## src/rtl/rem3_pkg.sv

```systemverilog
// rem3_pkg: shared types and arithmetic for the serial remainder-mod-3 link.
// Contents: FSM state encoding, residue encoding (R0/R1/R2), residue step
// and check-symbol helpers used by both transmitter and receiver sides.
package rem3_pkg;

    typedef enum logic [1:0] {
        IDLE = 2'd0,
        DATA = 2'd1,
        CHK1 = 2'd2,
        CHK0 = 2'd3
    } state_t;

    // Residue encoding matches the receiver's a/b/c states.
    localparam logic [1:0] R0 = 2'b00;
    localparam logic [1:0] R1 = 2'b01;
    localparam logic [1:0] R2 = 2'b10;

    // Next residue after appending bit b: (2*r + b) mod 3.
    // The unreachable code 2'b11 is treated as R0 so it self-recovers.
    function automatic logic [1:0] next_resid(input logic [1:0] r, input logic b);
        case (r)
            R0:      return b ? R1 : R0;
            R1:      return b ? R0 : R2;
            R2:      return b ? R2 : R1;
            default: return b ? R1 : R0;
        endcase
    endfunction

    // Check symbol c with (rf + c) mod 3 == 0; the frame is data*4 + c and 4 == 1 mod 3.
    function automatic logic [1:0] check_of(input logic [1:0] rf);
        case (rf)
            R1:      return 2'b10;
            R2:      return 2'b01;
            default: return 2'b00;
        endcase
    endfunction

    // (c + 1) mod 3, used to corrupt a check symbol on purpose.
    function automatic logic [1:0] check_inc(input logic [1:0] c);
        case (c)
            2'b00:   return 2'b01;
            2'b01:   return 2'b10;
            default: return 2'b00;
        endcase
    endfunction

endpackage

```

## src/rtl/rem3_resid.sv

```systemverilog
// rem3_resid: registered running residue mod 3 of a MSB-first bit stream.
// Latency: o_r reflects a bit one cycle after it is presented with i_en.
// Backpressure: none; i_clr has priority over i_en.
// Ports: clk, rst_n (async active-low), i_clr, i_en, i_bit, o_r[1:0].
module rem3_resid
    import rem3_pkg::*;
(
    input  logic       clk,
    input  logic       rst_n,
    input  logic       i_clr,
    input  logic       i_en,
    input  logic       i_bit,
    output logic [1:0] o_r
);

    logic [1:0] r_res;

    always_ff @(posedge clk or negedge rst_n) begin
        if (!rst_n) begin
            r_res <= R0;
        end else if (i_clr) begin
            r_res <= R0;
        end else if (i_en) begin
            r_res <= next_resid(r_res, i_bit);
        end
    end

    assign o_r = r_res;

endmodule

```

## src/rtl/rem3_tx.sv

```systemverilog
// rem3_tx: serial mod-3 check transmitter, W data bits MSB-first then 2 check bits.
// Latency: first data bit on x the cycle after start&&ready; frame is W+2 cycles.
// Backpressure: ready only in IDLE/CHK0; start while !ready is ignored.
// Ports: clk, reset (async active-low), start, din[W-1:0], [err_inj],
//        ready, x, x_valid, last, busy.
// Optional: define REM3_TX_ERR_INJECT_EN to add err_inj, which sends a
//           deliberately wrong check symbol for the accepted word.
module rem3_tx
    import rem3_pkg::*;
#(
    parameter int W = 8
) (
    input  logic         clk,
    input  logic         reset,
    input  logic         start,
`ifdef REM3_TX_ERR_INJECT_EN
    input  logic         err_inj,
`endif
    input  logic [W-1:0] din,
    output logic         ready,
    output logic         x,
    output logic         x_valid,
    output logic         last,
    output logic         busy
);

    localparam int CW = $clog2(W);

    state_t         r_state;
    logic [W-1:0]   r_shreg;
    logic [CW-1:0]  r_cnt;
    logic           r_chk0;
    logic           r_x;
    logic           r_vld;
    logic           r_last;
    logic           r_busy;

    logic           w_accept;
    logic [1:0]     w_res;
    logic [1:0]     w_rf;
    logic [1:0]     w_chk;

    assign ready    = (r_state == IDLE) || (r_state == CHK0);
    assign w_accept = start && ready;

    // Residue covers the bits already shown on x; the bit currently on x
    // is folded in as it leaves, so clear happens on acceptance.
    rem3_resid u_resid (
        .clk   (clk),
        .rst_n (reset),
        .i_clr (w_accept),
        .i_en  (r_state == DATA),
        .i_bit (r_x),
        .o_r   (w_res)
    );

    // Final residue includes the last data bit still on x this cycle.
    assign w_rf = next_resid(w_res, r_x);

`ifdef REM3_TX_ERR_INJECT_EN
    logic r_err;
    assign w_chk = r_err ? check_inc(check_of(w_rf)) : check_of(w_rf);
`else
    assign w_chk = check_of(w_rf);
`endif

    always_ff @(posedge clk or negedge reset) begin
        if (!reset) begin
            r_state <= IDLE;
            r_shreg <= '0;
            r_cnt   <= '0;
            r_chk0  <= 1'b0;
            r_x     <= 1'b0;
            r_vld   <= 1'b0;
            r_last  <= 1'b0;
            r_busy  <= 1'b0;
`ifdef REM3_TX_ERR_INJECT_EN
            r_err   <= 1'b0;
`endif
        end else begin
            case (r_state)
                IDLE, CHK0: begin
                    if (w_accept) begin
                        // MSB goes straight to x; the shifter holds the rest.
                        r_state <= DATA;
                        r_x     <= din[W-1];
                        r_shreg <= {din[W-2:0], 1'b0};
                        r_cnt   <= CW'(W - 1);
                        r_vld   <= 1'b1;
                        r_busy  <= 1'b1;
                        r_last  <= 1'b0;
`ifdef REM3_TX_ERR_INJECT_EN
                        r_err   <= err_inj;
`endif
                    end else begin
                        r_state <= IDLE;
                        r_x     <= 1'b0;
                        r_vld   <= 1'b0;
                        r_busy  <= 1'b0;
                        r_last  <= 1'b0;
                    end
                end
                DATA: begin
                    if (r_cnt == '0) begin
                        r_state <= CHK1;
                        r_x     <= w_chk[1];
                        r_chk0  <= w_chk[0];
                    end else begin
                        r_x     <= r_shreg[W-1];
                        r_shreg <= r_shreg << 1;
                        r_cnt   <= r_cnt - CW'(1);
                    end
                end
                CHK1: begin
                    r_state <= CHK0;
                    r_x     <= r_chk0;
                    r_last  <= 1'b1;
                end
                default: begin
                    r_state <= IDLE;
                    r_x     <= 1'b0;
                    r_vld   <= 1'b0;
                    r_busy  <= 1'b0;
                    r_last  <= 1'b0;
                end
            endcase
        end
    end

    assign x       = r_x;
    assign x_valid = r_vld;
    assign last    = r_last;
    assign busy    = r_busy;

endmodule

```

## config.mk

```make
export PLATFORM = sky130hd
export DESIGN_NAME = rem3_tx
export DESIGN_NICKNAME = d
export VERILOG_FILES = /design/src/rtl/rem3_pkg.sv /design/src/rtl/rem3_resid.sv /design/src/rtl/rem3_tx.sv
export SDC_FILE = /design/constraint.sdc
export NUM_CORES = 1
export LEC_CHECK = 0
export BUFFER_PORTS_ARGS = -buffer_cell sky130_fd_sc_hd__buf_2
export CAP_MARGIN = 25
export CORE_UTILIZATION = 40
export CTS_BUF_LIST = sky130_fd_sc_hd__clkbuf_4
export DETAILED_ROUTE_END_ITERATION = 10
export GPL_TIMING_DRIVEN = 1
export PLACE_DENSITY_LB_ADDON = 0.12
export SETUP_SLACK_MARGIN = 0.15
export SYNTH_ARGS = -nofsm -noshare
export SYNTH_HDL_FRONTEND = slang
export SYNTH_SLANG_ARGS = --single-unit
```

## constraint.sdc

```tcl
create_clock -name clk -period 1.5 [get_ports clk]
set_input_delay 0.075 -clock clk [delete_from_list [all_inputs] [get_ports clk]]
set_output_delay 0.075 -clock clk [all_outputs]
set_load 0.02 [all_outputs]
```

Yosys cells after proc, flatten, opt, wreduce, memory -nomap -nowiden
Cells that the tools add are included.
- bits of input ports: 11
- bits in registers: 19
- word-level logic and storage cells: 50
- muxes and demuxes: 21
- equal/unequal tests: 10
- reductions and logical operators: 10
- add/subtract/negate cells: 1
- operators with widths (kind ; count):
    $mux 8 ; 2
    $pmux 8 s2 ; 1
    $mux 2 ; 5
    $eq 2x2->1 const B ; 4
    $pmux 2 s2 ; 2
    $eq 2x1->1 const B ; 3
    $mux 3 ; 2
    $pmux 2 s3 ; 1
    $pmux 3 s2 ; 1
    $reduce_bool 2->1 ; 3
    $mux 1 ; 5
    $ne 2x2->1 const B ; 2
    $logic_not 3->1 ; 1
    $pmux 1 s3 ; 1
    $reduce_and 3->1 ; 1
    $sub 3x1->3 const B ; 1
    $logic_not 2->1 ; 1
    $ne 2x1->1 const B ; 1
    $pmux 1 s2 ; 1
    $reduce_and 2->1 ; 1
    $reduce_or 2->1 ; 1
    $logic_and 1x1->1 ; 1
    $logic_or 1x1->1 ; 1

Logic depth before layout (Yosys ltp)
Gate-level depths: netlist of the first run.
- depth in word-level cells: 6
- depth in mapped cells: 7
- depth with buffers taken out: 5

Hierarchy
A second synthesis of the first run with hierarchy kept.
- cell total of the unflattened synthesis: 104
- area, all modules: 1071.0 um2
- by module, submodules not included (module ; cells each ; area an instance (um2) ; instances):
    rem3_tx ; 91 ; 935.9 ; 1
    rem3_resid ; 13 ; 135.1 ; 1

Worst setup path before layout of the first run
No wires, ideal clock.
- path kind: register to register
- from: register r_state[0]
- to: register r_cnt[2]
- buffers on the path: 1
- arrival: 1.592 ns
- cell stages (with the launch flop): 7
- setup time: 0.082 ns
- slack: -0.174 ns
- cell sequence: dfrtp_1 > inv_1 > ha_1 > mux2_4 > and2_4 > buf_6 > a31oi_1
- cells in the longest elaborated chain, start to end: 5
- RTL lines (item ; line ; RTL):
    from (decl) ; rem3_tx.sv:29 ; state_t r_state;
    from (signal assigned) ; rem3_tx.sv:69 ; r_state <= IDLE;
    from (signal assigned) ; rem3_tx.sv:85 ; r_state <= DATA;
    from (signal assigned) ; rem3_tx.sv:96 ; r_state <= IDLE;
    $eq 2x2->1 or $logic_not 2->1 (tied branches) ; rem3_tx.sv:43 ; assign ready = (r_state == IDLE) || (r_state == CHK0);
    $logic_or 1x1->1 (*) ; rem3_tx.sv:43 ;
    via ready ; rem3_tx.sv:20 ; output logic ready,
    $logic_and 1x1->1 (*) ; rem3_tx.sv:44 ; assign w_accept = start && ready;
    $ne 2x1->1 (no source line) (*) ; -- ;
    $reduce_and 3->1 (no source line) (*) ; -- ;
    to (signal assigned) ; rem3_tx.sv:88 ; r_cnt <= CW'(W - 1);
    to (signal assigned) ; rem3_tx.sv:111 ; r_cnt <= r_cnt - CW'(1);
    to (decl) ; rem3_tx.sv:31 ; logic [CW-1:0] r_cnt;
Mark *: on every way through the listed nets, which the timed path passes. The rest lies on a longest branch.
A chain may end at the register's enable or synchronous reset.

Worst setup path after layout of the first run
- from: register r_state[1]
- to: register r_shreg[4]
- cells in the longest elaborated chain, start to end: 5
- RTL lines (item ; line ; RTL):
    $eq 2x2->1 or $logic_not 2->1 (tied branches) ; rem3_tx.sv:43, rem3_tx.sv:81 ;
    $logic_or 1x1->1 ; rem3_tx.sv:43 ;
    $logic_and 1x1->1 ; rem3_tx.sv:44 ;
    $ne 2x1->1 (no source line) ; -- ;
    $reduce_and 3->1 (no source line) ; -- ;
    to (signal assigned) ; rem3_tx.sv:87 ; r_shreg <= {din[W-2:0], 1'b0};
    to (signal assigned) ; rem3_tx.sv:110 ; r_shreg <= r_shreg << 1;
    to (decl) ; rem3_tx.sv:30 ; logic [W-1:0] r_shreg;
Several ways; a longest one is shown, not always the timed one.

==> results of run 1 <==
report_power, final:
part,switching [mW],total [mW],internal [mW]
Clock,0.156,0.253,0.0969
Sequential,0.161,0.874,0.713
Combinational,0.941,1.93,0.986
Total,1.26,3.05,1.80
area by class of cell:
type                    count  area (sq um)
inverters                   8          30.0
fillers                   216           922
clock buffers               3          22.5
multi-input cells          64           588
clock inverters             1          3.75
well taps                  28          35.0
flip-flops and latches     18           452
repair buffers             34           244
worst register-to-register path, delay by kind of cell (launching register included):
family          cells  cell delay (ns)
compound gates      1             0.13
mux                 1             0.34
simple gates        1             0.18
flops               1             0.43
fa+ha+maj           1             0.32
routing by layer:
metal / track usage [%] / wire (microns) / part of all wire, %
met1: 25.7 / 1030 / 46
met3: 3.48 / 77 / 3.4
met2: 30.4 / 1130 / 50
met4: 6.58 / 17 / 0.75
met5: 0 / 0 / 0
through the flow:
stage | setup WS (ns) | TNS (ns) | utilization, % | cells | cell area, sq um
after CTS | 0.0347 | 0 | 57.1 | 151 | 1310
after global routing | -0.0197 | -0.0658 | 59.9 | 156 | 1380
after floorplan | -0.00461 | -0.00461 | - | 95 | 1030
after detailed placement | -0.0452 | -0.143 | 49.5 | 138 | 1140
final | 0.0323 | 0 | 59.9 | 156 | 1380
after global placement | -0.0222 | -0.0222 | 49.5 | 138 | 1140
flip-flops by register name, summed over array words and instances (netlist names):
register	count
r_shreg	7
r_cnt	3
r_state	2
u_resid.o_r	2
busy	1
last	1
r_chk0	1
x	1
cell families (layout without fill, tap and decap cells):
family / after synthesis / in the layout / synth area share (%)
DFF: 18 / 18 / 44.4
AOI/OAI and AO/OA: 25 / 25 / 15.5
buffers and inverters: 14 / 46 / 7.40
and+or+nand+nor: 19 / 19 / 11.3
muxes: 11 / 12 / 11.5
adders and majority gates: 8 / 8 / 9.86
worst min path at each step:
stage                          end  slack [ns]  cells past startpoint
floorplan                     busy       -0.22                      0
global placement    u_resid.o_r[0]        0.03                      1
detailed placement  u_resid.o_r[1]        0.04                      1
CTS                              x        0.05                      3
global route        u_resid.o_r[0]        0.07                      2
finish                           x        0.05                      3
layout by cell type (no fill, tap or decap), drive strengths merged, types with 2 or more instances in the layout:
master and n:
mux2i 9, a22o 2, nor2 4, nand2b 2, a21oi 14, a221oi 2, ha 8, and3b 2
nand2 3, dfrtp 18, clkbuf 3, mux2 3, and2 2, dlygate4sd3 2, and4 2, inv 8
buf 32
what timing repair did:
item / 4_1_cts / 5_1_grt
setup endpoints to repair: 14 / 15
gates resized for setup: 17 / 8
cloned: 1 / 0
buffers inserted: 6 / 5
hold endpoints to repair: 19 / 0
pin swaps: 9 / 2
hold buffers: 2 / 0
==> results by group, run 1 <==
Route
  • Drt first pass iters: 5
  • Routed WL: about 2.3 mm
  • Via-per-instance ratio: 5.34
  • Vias: roughly 830
  • Drt drc: 0
  • Final ANT Viol Nets: 0
  • Initial DRC Count: 20
  • Routed WL per cell: 14.5 microns

STA
  • Clock skew: about 0.0046 ns
  • Period utilization: between 90% and 100%
  • RSZ-0062 raised after global routing: true
  • Final hold violation count: 0
  • Slew HR: about 72%
  • Hold Worst Slack: about 0.048 ns
  • Tmin final: about 1.5 ns
  • Max Fclk: 0.681 GHz
  • Slew Limit Fails: 0
  • Worst-Margin Slew: about 0.43 ns
  • Endpoints failing setup: 0

Synth
  • Yosys cell types: 30
  • Mapped Area: 1010 sq um
  • Most common cell in the synthesized netlist: dfrtp_1
  • Yosys top cell area share: about 44%
  • Yosys top cell by area: dfrtp_1
  • Synth cell count leaders: dfrtp_1 (18), a21oi_1 (14), mux2i_1 (9)
  • Post-synth top flop: dfrtp_1
  • Number of flops mapped to enable cells by yosys: 0
  • Mapped Cells: 95
  • Yosys reg bits: 18
  • Average size of a mapped cell: around 11 sq um
  • Largest cells by area after synthesis: dfrtp_1 (44%), ha_1 (9.9%), mux2i_1 (8.9%), a21oi_1 (6.9%), inv_1 (3.0%)
  • FFs w/ async S/R, synth: 100%
  • Syn nets: about 110
  • Register area share after synthesis: between 40% and 50%
  • Synth Warn #: 0

Finish
  • Layout cells sized above 1: between 40 and 50%
  • Antenna cells: 0
  • Layout Nets: about 150
  • Layout area overhead: 35.5%

Critical path
  • Reg-to-reg endpoint: r_shreg[4]
  • Crit path depth: 4
  • R2R setup slack: about 0.032 ns
  • Worst Setup EP: r_shreg[4]
  • CP Cell Sequence: ha_4, mux2_4, and2_4, a21oi_2
  • CP startpoint: r_state[1]
  • Crit-path max cell delay: between 0.4 and 0.5 ns
  • CP Buf/Inv Count: 0
  • Slowest CP cell: dfrtp_1
  • WP data required: about 1.7 ns
  • Crit path DAT: 1.69 ns
  • Worst Reg-to-Reg Cells: 4
  • Crit path kind: flip-flop to flip-flop
  • CP Capture Type: flip-flop
  • R2R Path Start: r_state[1]
  • Startpoint types: flip-flop
  • Top delay family on crit path: flip-flops
  • Critical-path maximum fanout: 7

Global routing
  • Vias in the first global route: roughly 800
  • Grt ovf: 0
  • Initial antenna violation count: 0
  • First-pass GRT wire length: ~3.7 mm
  • Tot GR Track Use: a little under a fifth
  • Largest net degree at the start of global routing: 19

Flow run
  • Maxcap violations: 0

Placement
  • Dpl hpwl: ~1.5 mm
  • Port buffer count: 15
  • RD Place Congestion: between 0.7 and 0.8

Clock tree
  • Clock latency on the worst-skew pair: a little under 0.3 ns
  • Root Buffer: clkbuf_4
  • CTS sink cnt: 18
  • Htree depth: 1
  • TritonCTS Buffers: 3
  • CTS tree: yes
  • Longest Clk Path Bufs: 2
  • Clock transition at path regs: roughly 0.1 ns

Worst hold path
  • Hold Crit Class: primary input to flip-flop
  • Min-delay src: din[7]

Floorplan
  • Starting Density: between 40 and 50%
  • IO Pins: 16
  • Die span in x: between 50 and 60 microns
  • Die span in y: 52.4 microns
  • Std cell rows: 17
  • Die Area: 2740 sq um
  • Area of the core: about 2300 sq um

Power
  • LEAKAGE: roughly 0.63 nW
  • VDD IR-drop max: around 1800 uV
  • Total power: around 3.1 mW
  • P per Cell Area: approximately 2200 nW/um^2

Run status
  • Outcome: finished, final reports clean
Note: power is estimated with default switching activity, not from simulation.
==> run 2: changes to the inputs <==
Settings changed: ABC_AREA set to 1, HOLD_SLACK_MARGIN set to 0.06.
==> results by group, run 2 <==
Run status
  • Outcome: finished, final reports clean

STA
  • Worst-Margin Slew: between 0.4 and 0.5 ns
  • Final hold violation count: 0
  • Clock skew: 0.00131 ns
  • Period utilization: roughly nine tenths
  • Slew Limit Fails: 0
  • RSZ-0062 raised after global routing: true
  • Setup TNS: 0 ns
  • Max Fclk: 0.753 GHz
  • Slew HR: 73.1%
  • Endpoints failing setup: 0
  • Tmin final: approximately 1.3 ns

Critical path
  • CP Capture Type: flip-flop
  • Slowest CP cell: dfrtp_1
  • CP Cell Sequence: inv_2, ha_4, o21ai_4, nand2_4, inv_4, nand2_1, o21ai_2
  • Startpoint types: flip-flop
  • WP data required: 1.73 ns
  • Crit path kind: flip-flop to flip-flop
  • Crit path DAT: 1.56 ns
  • Crit-path max cell delay: between 0.4 and 0.5 ns
  • Critical-path maximum fanout: 5

Finish
  • Layout Nets: approximately 170
  • Top reg by flops: r_shreg
  • Layout cells sized above 1: around two fifths
  • Layout area overhead: 28.4%
  • Commonest non-fill, non-tap cell in the layout: nand2_1
  • Antenna cells: 0
  • Max FFs per register: 7
  • Top Registers: r_shreg: 7 flops, r_cnt: 3 flops
  • Non-Filler Instances: 183
  • Most frequent cells in the layout: nand2_1 (35), dfrtp_1 (18), buf_2 (15), o21ai_2 (9), inv_1 (8)

Synth
  • Mapped Cells: 124
  • Post-synth top flop: dfrtp_1
  • Synth Warn #: 0
  • Mapped Area: approximately 1100 sq um
  • Yosys cell types: 23
  • Largest cells by area after synthesis: dfrtp_1 (43%), nand2_1 (14%), ha_1 (9.5%), o21ai_2 (7.5%), inv_1 (4.6%)
  • Yosys top cell by area: dfrtp_1
  • Yosys top cell area share: 42.7%
  • Synth cell count leaders: nand2_1 (38), dfrtp_1 (18), inv_1 (13)
  • Register area share after synthesis: 42.7%
  • Number of flops mapped to enable cells by yosys: 0
  • Syn nets: between 100 and 150
  • Yosys reg bits: 18
  • FFs w/ async S/R, synth: 100%
  • Most common cell in the synthesized netlist: nand2_1
  • Average size of a mapped cell: between 8 and 9 sq um

Floorplan
  • Die span in x: between 50 and 60 microns
  • Die span in y: around 53 microns
  • Area of the core: approximately 2500 sq um
  • IO Pins: 16
  • Die Area: between 2000 and 3000 sq um
  • Starting Density: 42.6%
  • Std cell rows: 18

Route
  • Final ANT Viol Nets: 0
  • Drt first pass iters: 4
  • Routed WL per cell: roughly 11 microns
  • Initial DRC Count: 13
  • Via-per-instance ratio: 4.59
  • Routed WL: 2.01 mm
  • Vias: between 800 and 900
  • Drt drc: 0

Flow run
  • Maxcap violations: 0

Clock tree
  • TritonCTS Buffers: 3
  • Longest Clk Path Bufs: 2
  • CTS sink cnt: 18
  • Root Buffer: clkbuf_4
  • Clock latency on the worst-skew pair: 0.29 ns
  • CTS tree: yes
  • Clock transition at path regs: 0.11 ns
  • Htree depth: 1

Power
  • Net Sw Power: approximately 1.5 mW
  • VDD IR-drop max: 1390 uV
  • Clock network power share: 7.8%
  • Logic pwr share: 65.8%
  • LEAKAGE: ~0.7 nW
  • Seq pwr share: between 20% and 30%
  • Switching share of power: a little under half
  • Int Pwr: 1.68 mW
  • P per Cell Area: roughly 2400 nW/um^2

Global routing
  • Vias in the first global route: around 760
  • Largest net degree at the start of global routing: 19
  • First-pass GRT wire length: between 3 and 4 mm
  • Initial antenna violation count: 0
  • Grt ovf: 0
  • Tot GR Track Use: about 16%

Placement
  • Placed cells: between 150 and 200
  • Port buffer count: 15
  • Dpl hpwl: 1.42 mm
  • RD Place Congestion: 0.747

Worst hold path
  • Hold Crit Class: primary input to flip-flop
[run 2: path summary, 6_finish.rpt]
check	end	cells past startpoint	from	slack, ns
setup / recovery	r_shreg[6]	7	r_state[0]	0.17
hold reg to reg	busy	2	busy	0.51
hold / removal	r_shreg[5]	5	din[4]	0.08
max in group asynchronous	r_cnt[0]	2	reset	0.99
setup reg to reg	r_shreg[6]	7	r_state[0]	0.17
min in group asynchronous	r_chk0	2	reset	0.23
[run 2: layer usage]
metal | global-route usage [%] | part of all wire [%] | vias to the layer above
li1 | - | - | 451
met1 | 20.2 | 49 | 372
met2 | 26.7 | 47 | 15
met3 | 6.03 | 3.0 | 2
met4 | 2.63 | 0.65 | 0
met5 | 0 | 0 | -
[run 2: critical path, delay by kind of cell (launching register included)]
kind	cells	cell delay (ns)
flip-flops	1	0.42
adder cells (fa/ha/maj)	1	0.27
AO/OA/AOI/OAI	2	0.22
AND/OR/NAND/NOR	2	0.19
buffers and inverters	2	0.16
[run 2: power groups by stage]
stage / clock (mW) / combinational (mW) / sequential [mW]
6_report: 0.252 / 2.12 / 0.850
5_1_grt: 0.287 / 2.37 / 0.878
4_1_cts: 0.268 / 1.85 / 0.843
3_5_place_dp: 0 / 1.73 / 0.862
3_3_place_gp: 0 / 1.71 / 0.849
2_1_floorplan: 0 / 1.43 / 0.879
[run 2: cells by family (layout without fill, tap and decap cells)]
logic type / Yosys count / in the layout / share of synthesized area, %
muxes: 1 / 1 / 1.07
and+or+nand+nor: 54 / 54 / 22.3
adders and majority gates: 8 / 8 / 9.49
DFF: 18 / 18 / 42.7
buffers and inverters: 22 / 51 / 11.3
AOI/OAI and AO/OA: 21 / 21 / 13.2
[run 2: stage by stage]
stage,util [%],power (mW),area [sq um],worst slack [ns],hold slack [ns]
2_1_floorplan,-,2.31,1070,0.129,-0.221
3_3_place_gp,48.0,2.56,1190,0.0442,0.0376
3_5_place_dp,48.0,2.60,1190,0.0133,0.0291
4_1_cts,51.6,2.96,1280,0.140,0.0780
5_1_grt,54.6,3.54,1350,0.106,0.105
6_report,54.6,3.22,1350,0.172,0.0819
[run 2: timing repair]
item	in CTS	in global routing
gates cloned	0	2
buffers inserted	2	1
endpoints found under the hold margin	20	0
endpoints found under the setup margin	12	10
hold buffers	3	0
pin swaps	0	7
resized for setup	5	18
[run 2: cell type report]
| type | count | area, sq um |
|---|---|---|
| flip-flops and latches | 18 | 450 |
| repair inverters | 2 | 17.5 |
| clock buffers | 3 | 22.5 |
| multi-input cells | 84 | 554 |
| fillers | 237 | 1120 |
| inverters | 18 | 80.1 |
| well taps | 30 | 37.5 |
| clock inverters | 1 | 3.75 |
| repair buffers | 27 | 188 |
